File: config.mk
export PLATFORM = sky130hd
export DESIGN_NAME = pe_max_sched
export DESIGN_NICKNAME = d
export VERILOG_FILES = /design/src/rtl/pe_max_sched.sv
export SDC_FILE = /design/constraint.sdc
export NUM_CORES = 1
export LEC_CHECK = 0
export BUFFER_PORTS_ARGS = -buffer_cell sky130_fd_sc_hd__buf_2
export CELL_PAD_IN_SITES_DETAIL_PLACEMENT = 0
export CELL_PAD_IN_SITES_GLOBAL_PLACEMENT = 1
export CORE_AREA = 2 2 517 519
export CTS_BUF_LIST = sky130_fd_sc_hd__clkbuf_16
export CTS_CLUSTER_DIAMETER = 120
export CTS_CLUSTER_SIZE = 30
export DETAILED_ROUTE_END_ITERATION = 12
export DIE_AREA = 0 0 519 521
export PLACE_DENSITY_LB_ADDON = 0.1
export SLEW_MARGIN = 20
export SYNTH_ARGS = -nofsm -noshare
export SYNTH_HDL_FRONTEND = slang
export SYNTH_SLANG_ARGS = --single-unit
File: constraint.sdc
create_clock -name i_clk -period 4.7 [get_ports i_clk]
set_clock_uncertainty 0.15 [all_clocks]
set_input_delay 0.47 -clock i_clk [delete_from_list [all_inputs] [get_ports i_clk]]
set_output_delay 0.47 -clock i_clk [all_outputs]
set_load 0.05 [all_outputs]
File: src/rtl/pe_max_sched.sv
// Window sequencer for the pe_max pooling datapath: groups input beats into windows,
// steers pe_max enable/clear, and registers one max vector per window for downstream.
module pe_max_sched #(
  parameter int DATA_WIDTH  = 8,
  parameter int DATA_COPIES = 32,
  parameter int LEN_W       = 8,
  parameter int NUM_W       = 16
) (
  input  logic                              i_clk,
  input  logic                              i_rst,
  input  logic                              i_start,
  input  logic                              i_abort,
  input  logic [LEN_W-1:0]                  i_cfg_win_len,
  input  logic [NUM_W-1:0]                  i_cfg_win_num,
  output logic                              o_busy,
  output logic                              o_done,
  input  logic [DATA_COPIES*DATA_WIDTH-1:0] i_in_data,
  input  logic                              i_in_vld,
  output logic                              o_in_rdy,
  output logic [DATA_COPIES*DATA_WIDTH-1:0] o_mdata,
  output logic                              o_mdata_vld,
  output logic                              o_max_en,
  output logic                              o_max_clear,
  input  logic [2*DATA_COPIES*DATA_WIDTH-1:0] i_max_result,
  output logic [DATA_COPIES*DATA_WIDTH-1:0] o_out_data,
  output logic                              o_out_vld,
  input  logic                              i_out_rdy,
  output logic                              o_out_last
);

  // state   | meaning
  // S_IDLE  | waiting for i_start; pe_max held cleared
  // S_RUN   | accepting beats, emitting one max per window
  // S_DRAIN | final window registered, waiting for its handshake
  typedef enum logic [1:0] {S_IDLE, S_RUN, S_DRAIN} state_t;

  localparam int VW = DATA_COPIES * DATA_WIDTH;

  state_t           state, state_nxt;
  logic [LEN_W-1:0] len_q, beat_cnt;
  logic [NUM_W-1:0] num_q, win_cnt;
  logic             cfg_ok, last_beat, last_win, acc, win_end, out_hs, done_nxt;
  logic             max_hi_unused;

  // pe_max exposes a double-width result; only the low half carries the lane maxima.
  assign max_hi_unused = ^i_max_result[2*VW-1:VW];

  assign cfg_ok    = (i_cfg_win_len != '0) && (i_cfg_win_num != '0);
  assign last_beat = (beat_cnt == len_q - LEN_W'(1));
  assign last_win  = (win_cnt == num_q - NUM_W'(1));
  assign out_hs    = o_out_vld && i_out_rdy;
  assign o_mdata   = i_in_data;

  always_comb begin
    state_nxt   = state;
    done_nxt    = 1'b0;
    o_busy      = (state != S_IDLE);
    o_max_en    = (state == S_RUN);
    o_in_rdy    = (state == S_RUN) && (!last_beat || !o_out_vld || i_out_rdy);
    acc         = i_in_vld && o_in_rdy;
    win_end     = acc && last_beat;
    o_mdata_vld = acc;
    o_max_clear = win_end;
    case (state)
      S_IDLE: begin
        if (i_start) begin
          if (cfg_ok) state_nxt = S_RUN;
          else        done_nxt  = 1'b1;
        end
      end
      S_RUN:   if (win_end && last_win) state_nxt = S_DRAIN;
      S_DRAIN: begin
        if (out_hs) begin
          state_nxt = S_IDLE;
          done_nxt  = 1'b1;
        end
      end
      default: state_nxt = S_IDLE;
    endcase
    if (i_abort) begin
      state_nxt = S_IDLE;
      done_nxt  = 1'b0;
    end
  end

  always_ff @(posedge i_clk) begin
    if (i_rst) begin
      state  <= S_IDLE;
      o_done <= 1'b0;
    end else begin
      state  <= state_nxt;
      o_done <= done_nxt;
    end
  end

  always_ff @(posedge i_clk) begin
    if (i_rst) begin
      len_q      <= '0;
      num_q      <= '0;
      beat_cnt   <= '0;
      win_cnt    <= '0;
      o_out_data <= '0;
      o_out_vld  <= 1'b0;
      o_out_last <= 1'b0;
    end else if (i_abort) begin
      beat_cnt   <= '0;
      win_cnt    <= '0;
      o_out_vld  <= 1'b0;
      o_out_last <= 1'b0;
    end else begin
      if (state == S_IDLE && i_start && cfg_ok) begin
        len_q    <= i_cfg_win_len;
        num_q    <= i_cfg_win_num;
        beat_cnt <= '0;
        win_cnt  <= '0;
      end
      if (acc) begin
        if (last_beat) begin
          beat_cnt <= '0;
          win_cnt  <= win_cnt + NUM_W'(1);
        end else begin
          beat_cnt <= beat_cnt + LEN_W'(1);
        end
      end
      // A reload on a window's final beat wins over draining the previous result.
      if (win_end) begin
        o_out_data <= i_max_result[VW-1:0];
        o_out_vld  <= 1'b1;
        o_out_last <= last_win;
      end else if (out_hs) begin
        o_out_vld  <= 1'b0;
        o_out_last <= 1'b0;
      end
    end
  end

endmodule

# Word level (Yosys, flattened, before mapping)
# Index checks and enable logic that the tools add are counted.
op_classes:
  add_sub_neg: 4
  n_eq_ne: 8
  muxes: 18
  bitwise_logic: 1
  reduce_logical: 22
op_table:
  columns: ["cell", "count"]
  rows:
  - ["$mux W16", 3]
  - ["$mux W8", 3]
  - ["$add A16 B1 Y16 const B", 1]
  - ["$eq A16 B16 Y1", 1]
  - ["$reduce_bool A16 Y1", 1]
  - ["$sub A16 B1 Y16 const B", 1]
  - ["$add A8 B1 Y8 const B", 1]
  - ["$eq A8 B8 Y1", 1]
  - ["$logic_and A1 B1 Y1", 8]
  - ["$mux W2", 4]
  - ["$reduce_bool A8 Y1", 1]
  - ["$sub A8 B1 Y8 const B", 1]
  - ["$mux W1", 6]
  - ["$ne A2 B2 Y1 const B", 3]
  - ["$pmux W2 S3", 1]
  - ["$reduce_bool A2 Y1", 3]
  - ["$reduce_and A2 Y1", 2]
  - ["$reduce_and A4 Y1", 1]
  - ["$eq A2 B1 Y1 const B", 1]
  - ["$eq A2 B2 Y1 const B", 1]
  - ["$logic_not A1 Y1", 2]
  - ["$logic_not A2 Y1", 1]
  - ["$logic_or A1 B1 Y1", 2]
  - ["$ne A2 B1 Y1 const B", 1]
  - ["other kinds (3)", 3]
totals:
  reg_bits: 309
  output_inout_bits: 520
  word_cells: 62

# Longest topological paths before layout
# Gate-level depths: netlist of the first run.
depth:
  ltp_word: 11
  ltp_mapped: 12
  ltp_nobuf: 10

# Worst setup path after synthesis of the first run
# No wires, ideal clock.
synth_path:
  kind: "reg2reg"
  from: "reg state[0]"
  to: "reg o_out_data[0]"
  setup_ps: 70
  t_arrival_ps: 2753
  required_time_ps: 4480
  slack_ps: 1727
  stages_incl_launch_ff: 11
  synth_period_minus_slack_ps: 2973
  path_cell_list: "dfxtp_1 > nor2b_1 > and2_1 > nand2_1 > a2111oi_4 > nor2b_1 > buf_2 > buf_4 > buf_4 > nand2_1 > a21oi_1"
synth_via:
  elab_chain_len: 5
synth_rtl:
  columns: ["item", "line", "text"]
  rows:
  - ["start: declaration", "39", "state_t state, state_nxt;"]
  - ["start signal: assignment", "91", "state <= state_nxt;"]
  - ["$eq A2 B1 Y1", null, null]
  - ["via o_max_en", "22", "output logic o_max_en,"]
  - ["$logic_and A1 B1 Y1", "59", "o_in_rdy = (state == S_RUN) && (!last_beat || !o_out_vld || i_out_rdy);"]
  - ["$logic_and A1 B1 Y1", "60", "acc = i_in_vld && o_in_rdy;"]
  - ["$logic_and A1 B1 Y1", "61", "win_end = acc && last_beat;"]
  - ["$reduce_and A2 Y1 (no source line)", null, null]
  - ["end signal: assignment", "127", "o_out_data <= i_max_result[VW-1:0];"]
  - ["end: declaration", "25", "output logic [DATA_COPIES*DATA_WIDTH-1:0] o_out_data,"]
# The timed path passes the listed nets, and every way through them passes these cells.
# A chain may end at the register's enable or synchronous reset.

# Worst setup path in the final report of the first run
layout_path:
  from: "reg len_q[0]"
  to: "out o_mdata_vld"
layout_via:
  elab_chain_len: 7
layout_rtl:
  columns: ["item", "line", "text"]
  rows:
  - ["start: declaration", "40", "logic [LEN_W-1:0] len_q, beat_cnt;"]
  - ["start signal: assignment", "112", "len_q <= i_cfg_win_len;"]
  - ["$sub A8 B1 Y8", "49", "assign last_beat = (beat_cnt == len_q - LEN_W'(1));"]
  - ["$eq A8 B8 Y1", "49", null]
  - ["$logic_not A1 Y1", "59", null]
  - ["$logic_or A1 B1 Y1 (2 in series)", "59", null]
  - ["$logic_and A1 B1 Y1", "59", null]
  - ["$logic_and A1 B1 Y1", "60", null]
  - ["end: declaration", "21", "output logic o_mdata_vld,"]
# No other way between the ends.

==> flow_summary.yaml, run 1 <==
placement:
  gpl.final_weighted_congestion: 0.653
  io_buffers: 549
  placed_cell_area_sq_um: 19100
  dp.final_hpwl_um: 83600
yosys:
  fraction_of_the_yosys_area_taken_by_sequential_cells: 0.445
  post_syn_area_sq_um: 13900
  synth-edff-count: 0
  post_synth.cell_area_avg_sq_um: 7.87
  yosys.area.top_type_share: 0.445
  netlist.top_cell.by_area: "dfxtp_1"
  synth_top_cells_by_area: "dfxtp_1, buf_4, nand2_1"
  total_nets_after_synthesis: 2569
  synth_seq_cells: 309
  synth_async_sr_flop_share: 0
  synth_top_flop_cell: "dfxtp_1"
  synthesized_instance_count: 1767
  ys_types: 54
  synth-warning-count: 0
worst_hold_path:
  min-delay-start: "i_max_result[105]"
  min-delay-path-class: "input pin to flop"
clock_network:
  cts_buffer_depth: 3
  htree_levels: 2
  cts.reportedPaths.clkPinSlew_ns: 0.08
  tritoncts.num_buffers: 37
  cts_setup_buffers: 0
  clkLatencyLatePin_ns: 0.65
  tritoncts: "done"
  post_cts_resized: 0
  cts.root.buffer_cell: "clkbuf_16"
  clock-sinks: 309
global_routing:
  grt_first_pass_wirelength_um: 137000
  maximum_number_of_pins_on_one_net_before_global_route_repair: 100
  antenna_found_initial: 37
  globalRouteTotalUtil: 0.0751
  globalRouteOverflowTotal: 0
  via_count_of_the_first_global_routing_pass: 14200
run_status:
  status: "finished clean"
power:
  p_per_area_nw_per_um2: 282
  vdd.ir_drop.worst_uv: 226
  static-leakage-power_nw: 8.40
cells_and_area:
  postLayoutCoreUtil: 0.0868
  finish.instance_area_sq_um: 22900
  layout.cells.most_common_list: "buf_2, nand2_1, dfxtp_1, a21oi_1, dlygate4sd3_1"
  mostFrequentLayoutCell: "buf_2"
  drive_gt1_frac: 0.288
  layout.nets: 3090
  synth_to_final_area_change_pct: 65.0
routing:
  remaining_drc_errors: 0
  vias_per_cell: 2.33
  routed_wl_um: 105000
  post_drt_wl_per_cell_um: 18.0
  firstDrtPassIters: 4
  drt_iter0_markers: 490
  detail-route-antenna-nets: 0
  detailroute.via_count: 13600
sta:
  fin_crit_sh: 0.814
  finalHoldViolCount: 0
  worst_slew_margin_rel: 0.370
  rsz_0062_raised_after_global_routing: "no"
  report.final.setup_viol: 0
  setup_tns_ns: 0
  timing.final.crit_period_ns: 3.83
  max_freq_ghz: 0.261
  tightest_slew_ns: 0.937
  final_max_slew_viols: 0
floorplan:
  design.portCount: 1318
  die_area_sq_um: 270000
  core_region_area_sq_um: 264000
  fp.dieH_um: 521
  floorplan.initialDensity: 0.0526
  rows: 189
  die_width_um: 519
setup_path:
  required_time_of_the_critical_path_ns: 4.08
  cp-startpoint: "len_q[0]"
  worstReg2RegStart: "len_q[0]"
  timing.setup.critical_path_class: "flop to output port"
  arrival_ns: 3.21
  crit_fanout: 5
  worstSetupStartpointType: "flop"
  end_kind: "output port"
job:
  max_cap_viols: 0
## worst max-delay path, stage by stage, from the launching register on
cell and delay [ns]:
dfxtp_1 0.38, inv_1 0.08, ha_1 0.20, nor3b_1 0.35, and3_1 0.22, o2111ai_1 0.30, a2111o_1 0.58, and2_1 0.23
buf_2 0.21
## synth_stat cells, types with 15 or more instances
| cell type | number |
|---|---|
| nand2_1 | 544 |
| clkbuf_1 | 64 |
| nor2_1 | 59 |
| buf_4 | 281 |
| mux2i_1 | 24 |
| xnor2_1 | 15 |
| a21oi_1 | 271 |
| xor2_1 | 19 |
| dfxtp_1 | 309 |
| nand3_1 | 17 |
## power breakdown
group	switching [mW]	internal (mW)
logic	0.258	0.296
clock network	1.70	1.58
registers	0.0165	2.63
total	1.97	4.51
## timing repair
item,4_1_cts,5_1_grt
hold buffers,257,0
endpoints found under the setup margin,0,0
endpoints found under the hold margin,258,0
## through the flow
step                setup WS, ns  total power, mW  hold WS (ns)  cells
floorplan                   1.73             3.44         0.300   1767
global placement           0.794             3.08         0.289   5525
detailed placement         0.838             3.08         0.290   5525
CTS                        0.705             6.83      0.000563   5849
global route               0.587             6.88        0.0110   5850
finish                     0.873             6.48        0.0334   5853
## flip-flops by register name (all words and copies together) (netlist names)
register	flops
o_done	1
len_q	8
o_out_data	256
beat_cnt	8
state	2
num_q	16
o_out_last	1
o_out_vld	1
win_cnt	16
## final cells by class
class                           count  area, sq um
Clock inverter                     30          340
Antenna cell                        4         10.0
Fill cell                       31200       241000
Tap cell                         3533         4420
Inverter                           13         48.8
Timing Repair Buffer              840         5740
Clock buffer                       37          926
Sequential cell                   309         6190
Multi-Input combinational cell   1087         5280
## worst paths after layout
path	endpoint	slack [ns]	depth (start not counted)
setup / recovery	o_mdata_vld	0.87	8
hold / removal	o_out_data[105]	0.03	3
setup reg to reg	o_out_data[49]	0.96	10
hold reg to reg	o_out_data[26]	0.30	2
## metal layers
metal  vias to the layer above  global-route usage  routed length (um)
met2                       655               0.120               47300
met4                        10              0.0338                4890
met1                      6179              0.0830               40900
li1                       6553                   -                   -
met3                       251              0.0372               11900
met5                         -             0.00684                 313
## kinds of logic after synthesis
logic type      count (synthesis)  synth area share
simple gates                  699             0.206
mux                            24            0.0173
compound gates                326             0.129
fa+ha+maj                       4           0.00360
xor+xnor                       34            0.0214
flops                         309             0.445
buf+inv                       371             0.177
(Power assumes the default switching activity.)
==> run 2, diff against run 1 <==
--- a/config.mk
+++ b/config.mk
@@ -8,12 +8,12 @@
 export BUFFER_PORTS_ARGS = -buffer_cell sky130_fd_sc_hd__buf_2
 export CELL_PAD_IN_SITES_DETAIL_PLACEMENT = 0
 export CELL_PAD_IN_SITES_GLOBAL_PLACEMENT = 1
-export CORE_AREA = 2 2 517 519
+export CORE_AREA = 2 2 508 510
 export CTS_BUF_LIST = sky130_fd_sc_hd__clkbuf_16
 export CTS_CLUSTER_DIAMETER = 120
 export CTS_CLUSTER_SIZE = 30
 export DETAILED_ROUTE_END_ITERATION = 12
-export DIE_AREA = 0 0 519 521
+export DIE_AREA = 0 0 510 512
 export PLACE_DENSITY_LB_ADDON = 0.1
 export SLEW_MARGIN = 20
 export SYNTH_ARGS = -nofsm -noshare
==> constraint.sdc (replaced) <==
create_clock -name i_clk -period 4 [get_ports i_clk]
set_clock_uncertainty 0.15 [all_clocks]
set_input_delay 0.4 -clock i_clk [delete_from_list [all_inputs] [get_ports i_clk]]
set_output_delay 0.4 -clock i_clk [all_outputs]
set_load 0.05 [all_outputs]
==> flow_summary.yaml, run 2 (synthesis gave the netlist of run 1 again) <==
clock_network:
  tritoncts.num_buffers: 41
  clock-sinks: 309
  post_cts_resized: 0
  tritoncts: "done"
  cts_buffer_depth: 3
  htree_levels: 2
  cts.root.buffer_cell: "clkbuf_16"
  cts_setup_buffers: 0
  clkLatencyLatePin_ns: 0.65
  cts.reportedPaths.clkPinSlew_ns: 0.07
setup_path:
  worst_path_dominant_cell_family: "simple AND/OR/NAND/NOR gates"
  required_time_of_the_critical_path_ns: 3.45
  worstReg2RegStart: "len_q[0]"
  crit_fanout: 5
  cp.buffers_inverters: 2
  crit_path_cell_trace: "inv_1 > ha_1 > nor3b_1 > or3b_1 > a2111o_1 > and2_1 > buf_2"
  r2r_setup_slack_ns: 0.57
  timing.critical_path.slowest_stage_cell: "a2111o_1"
  arrival_ns: 3.14
  timing.setup.critical_path_class: "flop to output port"
  worstSetupStartpointType: "flop"
  end_kind: "output port"
  reg2regPathDepth: 10
  cpPeakStageDelay_ns: 0.55
  timing.rr.end: "o_out_data[94]"
global_routing:
  antenna_found_initial: 22
  via_count_of_the_first_global_routing_pass: 14600
  globalRouteTotalUtil: 0.0770
  grt_first_pass_wirelength_um: 136000
  globalRouteOverflowTotal: 0
  maximum_number_of_pins_on_one_net_before_global_route_repair: 115
sta:
  setup_tns_ns: 0
  fin_crit_sh: 0.922
  tightest_slew_ns: 1.03
  fin_hold_ws_ns: 0.0267
  rsz_0062_raised_after_global_routing: "no"
  finalHoldViolCount: 0
  final_max_slew_viols: 0
  worst_slack_ns: 0.314
  max_freq_ghz: 0.271
  worst_slew_margin_rel: 0.307
  timing.final.crit_period_ns: 3.69
  report.final.setup_viol: 0
cells_and_area:
  regs_by_ff_count: "o_out_data (256), num_q (16), win_cnt (16)"
  layout.cells.most_common_list: "buf_2, nand2_1, dfxtp_1, dlygate4sd3_1, a21oi_1"
  drive_gt1_frac: 0.286
  layout.nets: 3124
  fillCellCount: 30000
  finish.instance_area_sq_um: 23200
  max_ffs_per_register: 256
  postLayoutCoreUtil: 0.0908
  layoutNonFillerInstCount: 5744
  mostFrequentLayoutCell: "buf_2"
  synth_to_final_area_change_pct: 67.0
  largest_register: "o_out_data"
routing:
  routed_wl_um: 104000
  post_drt_wl_per_cell_um: 18.1
  remaining_drc_errors: 0
  detail-route-antenna-nets: 0
  vias_per_cell: 2.40
  drt_iter0_markers: 449
  detailroute.via_count: 13800
  firstDrtPassIters: 4
power:
  p_per_area_nw_per_um2: 348
  power.clock.fraction: 0.534
  vdd.ir_drop.worst_uv: 250
  total_switching_power_mw: 2.48
  totalPowerFinal_mw: 8.09
  power.combinational.fraction: 0.082
  internal_power_mw: 5.62
  power_frac_seq: 0.384
  static-leakage-power_nw: 8.63
  netSwitchingFraction: 0.306
placement:
  placed_cell_area_sq_um: 18900
  io_buffers: 549
  gpl.final_weighted_congestion: 0.677
  post-place-cells: 5376
  dp.final_hpwl_um: 81600
  pre_cts_ws_ns: 0.535
floorplan:
  floorplan.initialDensity: 0.0544
  die_width_um: 510
  die_area_sq_um: 261000
  fp.dieH_um: 512
  core_region_area_sq_um: 256000
  design.portCount: 1318
  rows: 186
job:
  max_cap_viols: 0
run_status:
  status: "finished clean"
worst_hold_path:
  worstHoldPathCells: 3
  min-delay-start: "i_max_result[42]"
  min-delay-path-class: "input pin to flop"
  holdPathEnd: "o_out_data[42]"
-- run 2: changes by cell type in the layout (fill, tap and decap cells not counted), sizes merged --
cell         delta
clkbuf          +6
clkinv         -13
clkinvlp        +1
diode           +1
dlygate4sd3    +30
inv            +15
-- run 2: how the worst max path moves through the flow --
stage / depth (start not counted) / startpoint / to
5_1_grt: 8 / len_q[0] / o_mdata_vld
3_3_place_gp: 11 / len_q[0] / o_out_data[42]
2_1_floorplan: 10 / state[0] / o_out_data[0]
4_1_cts: 7 / len_q[0] / o_mdata_vld
6_report: 7 / len_q[0] / o_mdata_vld
3_5_place_dp: 10 / len_q[0] / o_out_data[50]
-- run 2: area by class of cell --
| cell class | count | area [sq um] | share of cell area |
|---|---|---|---|
| inverter | 13 | 48.8 | 0.00210 |
| antenna | 5 | 12.5 | 0.000539 |
| tap | 3384 | 4230 | 0.182 |
| sequential | 309 | 6190 | 0.266 |
| clock inverter | 33 | 365 | 0.0157 |
| timing repair buffer | 870 | 6040 | 0.260 |
| multi-input combinational | 1087 | 5280 | 0.227 |
| clock buffer | 43 | 1080 | 0.0463 |
-- run 2: power by group through the flow --
stage	combinational (mW)	sequential, mW	clock, mW
2_1_floorplan	0.868	3.17	0
3_3_place_gp	0.442	3.18	0
3_5_place_dp	0.435	3.18	0
4_1_cts	0.697	3.11	4.74
5_1_grt	0.734	3.11	4.78
6_report	0.665	3.11	4.32
-- run 2: what timing repair did --
action | 4_1_cts | 5_1_grt
endpoints found under the setup margin | 0 | 0
endpoints found under the hold margin | 283 | 0
hold buffers | 287 | 0
-- run 2: layer usage --
metal  vias up  GRT usage  part of all wire
met5         -    0.00630            0.0014
met4         4     0.0361             0.048
met3       260     0.0391              0.12
met2       623      0.118              0.43
met1      6253     0.0875              0.41
li1       6641          -                 -
-- run 2: worst reg2reg max path, stage by stage (launching register included) --
cell and delay (ns):
dfxtp_1 0.37, inv_1 0.08, ha_1 0.22, nor3b_1 0.36, or3b_1 0.52, a2111oi_4 0.43, nor2b_4 0.26, buf_12 0.23
buf_12 0.30, nand2_1 0.27, a21oi_1 0.19
==> run 3, diff against run 2 <==
--- a/config.mk
+++ b/config.mk
@@ -8,12 +8,13 @@
 export BUFFER_PORTS_ARGS = -buffer_cell sky130_fd_sc_hd__buf_2
 export CELL_PAD_IN_SITES_DETAIL_PLACEMENT = 0
 export CELL_PAD_IN_SITES_GLOBAL_PLACEMENT = 1
-export CORE_AREA = 2 2 508 510
+export CORE_AREA = 8 8 514 516
 export CTS_BUF_LIST = sky130_fd_sc_hd__clkbuf_16
 export CTS_CLUSTER_DIAMETER = 120
 export CTS_CLUSTER_SIZE = 30
 export DETAILED_ROUTE_END_ITERATION = 12
-export DIE_AREA = 0 0 510 512
+export DIE_AREA = 0 0 522 524
+export HOLD_SLACK_MARGIN = 0.08
 export PLACE_DENSITY_LB_ADDON = 0.1
 export SLEW_MARGIN = 20
 export SYNTH_ARGS = -nofsm -noshare
==> flow_summary.yaml, run 3 (synthesis gave the netlist of run 1 again) <==
run_status:
  status: "finished clean"
setup_path:
  worstSetupStartpointType: "flop"
  timing.setup.critical_path_class: "flop to output port"
  required_time_of_the_critical_path_ns: 3.45
  crit_fanout: 5
  cell_depth_of_the_worst_setup_path: 6
  reg2regPathDepth: 9
  worst_path_dominant_cell_family: "simple AND/OR/NAND/NOR gates"
  worstReg2RegStart: "len_q[0]"
  crit_path_cell_trace: "or4_4 > or2_2 > a211oi_2 > a2111o_1 > and2_1 > buf_2"
  end_kind: "output port"
  timing.rr.end: "o_out_data[237]"
  cpPeakStageDelay_ns: 0.59
  arrival_ns: 3.14
  cp.buffers_inverters: 1
  r2r_setup_slack_ns: 0.48
  timing.critical_path.slowest_stage_cell: "or4_4"
placement:
  gpl.final_weighted_congestion: 0.657
  dp.final_hpwl_um: 86700
  io_buffers: 549
  pre_cts_ws_ns: 0.330
power:
  power.clock.fraction: 0.523
  totalPowerFinal_mw: 7.99
  power_frac_seq: 0.389
  static-leakage-power_nw: 8.69
  netSwitchingFraction: 0.297
  power.combinational.fraction: 0.087
  internal_power_mw: 5.61
  p_per_area_nw_per_um2: 342
  total_switching_power_mw: 2.38
  vdd.ir_drop.worst_uv: 279
sta:
  setup_tns_ns: 0
  rsz_0062_raised_after_global_routing: "no"
  timing.final.crit_period_ns: 3.69
  tightest_slew_ns: 0.812
  finalHoldViolCount: 0
  worst_slew_margin_rel: 0.458
  max_freq_ghz: 0.271
  report.final.setup_viol: 0
  fin_crit_sh: 0.922
  worst_slack_ns: 0.312
  final_max_slew_viols: 0
cells_and_area:
  fillCellCount: 30000
  regs_by_ff_count: "o_out_data (256), num_q (16), win_cnt (16)"
  max_ffs_per_register: 256
  largest_register: "o_out_data"
  mostFrequentLayoutCell: "buf_2"
  synth_to_final_area_change_pct: 67.7
  layout.cells.most_common_list: "buf_2, nand2_1, dfxtp_1, dlygate4sd3_1, a21oi_1"
  layout.nets: 3140
  drive_gt1_frac: 0.285
clock_network:
  clkLatencyLatePin_ns: 0.64
  htree_levels: 2
  cts.root.buffer_cell: "clkbuf_16"
  cts_setup_buffers: 0
  tritoncts.num_buffers: 37
  clock-sinks: 309
  cts.reportedPaths.clkPinSlew_ns: 0.09
  cts_buffer_depth: 3
  tritoncts: "done"
routing:
  routed_wl_um: 109000
  vias_per_cell: 2.42
  detail-route-antenna-nets: 0
  detailroute.via_count: 13900
  remaining_drc_errors: 0
  firstDrtPassIters: 5
  drt_iter0_markers: 455
  post_drt_wl_per_cell_um: 19.0
job:
  max_cap_viols: 0
floorplan:
  rows: 186
  floorplan.initialDensity: 0.0544
  die_area_sq_um: 274000
  die_width_um: 522
  fp.dieH_um: 524
  design.portCount: 1318
  core_region_area_sq_um: 256000
global_routing:
  globalRouteOverflowTotal: 0
  antenna_found_initial: 44
  via_count_of_the_first_global_routing_pass: 15000
  maximum_number_of_pins_on_one_net_before_global_route_repair: 106
  globalRouteTotalUtil: 0.0762
  grt_first_pass_wirelength_um: 143000
worst_hold_path:
  worstHoldPathCells: 3
  min-delay-start: "i_max_result[193]"
  min-delay-path-class: "input pin to flop"
  holdPathEnd: "o_out_data[193]"
==> run 3: changes by cell type in the layout (fill, tap and decap cells not counted), moves of 2 or more <==
cell           change
bufinv_16          +3
dlygate4sd3_1     +18
inv_6              -3
buf_4              +5
clkinv_8           +2
nor4_2             +2
inv_16             -2
inv_12             -2
nor4_1             -2
buf_12             -3
inv_1              -3
clkbuf_16          -4
==> run 3: metal layers <==
layer	vias to the layer above	part of all wire	GRT usage
met5	-	0.0011	0
met4	18	0.042	0.0270
met3	290	0.13	0.0445
met2	628	0.46	0.127
met1	6323	0.37	0.0804
li1	6650	-	-
==> run 3: final cells by class <==
cell class | count | area, sq um | share of cell area
timing repair buffer | 890 | 6190 | 0.265
sequential | 309 | 6190 | 0.265
multi-input combinational | 1087 | 5290 | 0.227
tap | 3384 | 4230 | 0.181
clock buffer | 39 | 976 | 0.0418
clock inverter | 29 | 390 | 0.0167
inverter | 13 | 48.8 | 0.00209
antenna | 6 | 15.0 | 0.000643
==> run 3: how the worst max path moves through the flow <==
| stage | start | slack, ns | to |
|---|---|---|---|
| after detailed placement | len_q[0] | 0.33 | o_out_data[236] |
| after global placement | len_q[0] | 0.33 | o_out_data[240] |
| after floorplan | state[0] | 1.03 | o_out_data[0] |
| after global routing | len_q[0] | 0.04 | o_mdata_vld |
| after CTS | len_q[0] | 0.10 | o_mdata_vld |
| final | len_q[0] | 0.31 | o_mdata_vld |
==> run 3: what timing repair did <==
action / 4_1_cts / 5_1_grt
endpoints found under the setup margin: 0 / 3
gates resized for setup: 0 / 1
hold buffers: 305 / 0
endpoints found under the hold margin: 285 / 0
==> run 3: tightest hold or removal path: cells and delay by family <==
kind	cells	cell delay (ns)
AOI/OAI and AO/OA	1	0.12
buffers and inverters	1	0.10
and+or+nand+nor	1	0.24
==> run 3: through the flow <==
step / hold WS (ns) / instance area, sq um / utilization / cells
5_1_grt: 0.113 / 23300 / 0.0912 / 5753
4_1_cts: 0.0927 / 23300 / 0.0912 / 5751
3_3_place_gp: 0.289 / 18900 / 0.0739 / 5378
6_report: 0.109 / 23300 / 0.0912 / 5757
2_1_floorplan: 0.300 / 13900 / - / 1767
3_5_place_dp: 0.290 / 18900 / 0.0739 / 5378
==> run 3: power by group through the flow <==
stage	Sequential, mW	Clock, mW	Combinational, mW
final	3.11	4.18	0.698
after global routing	3.11	4.62	0.774
after CTS	3.11	4.60	0.742
after global placement	3.18	0	0.444
after detailed placement	3.18	0	0.442
after floorplan	3.17	0	0.868
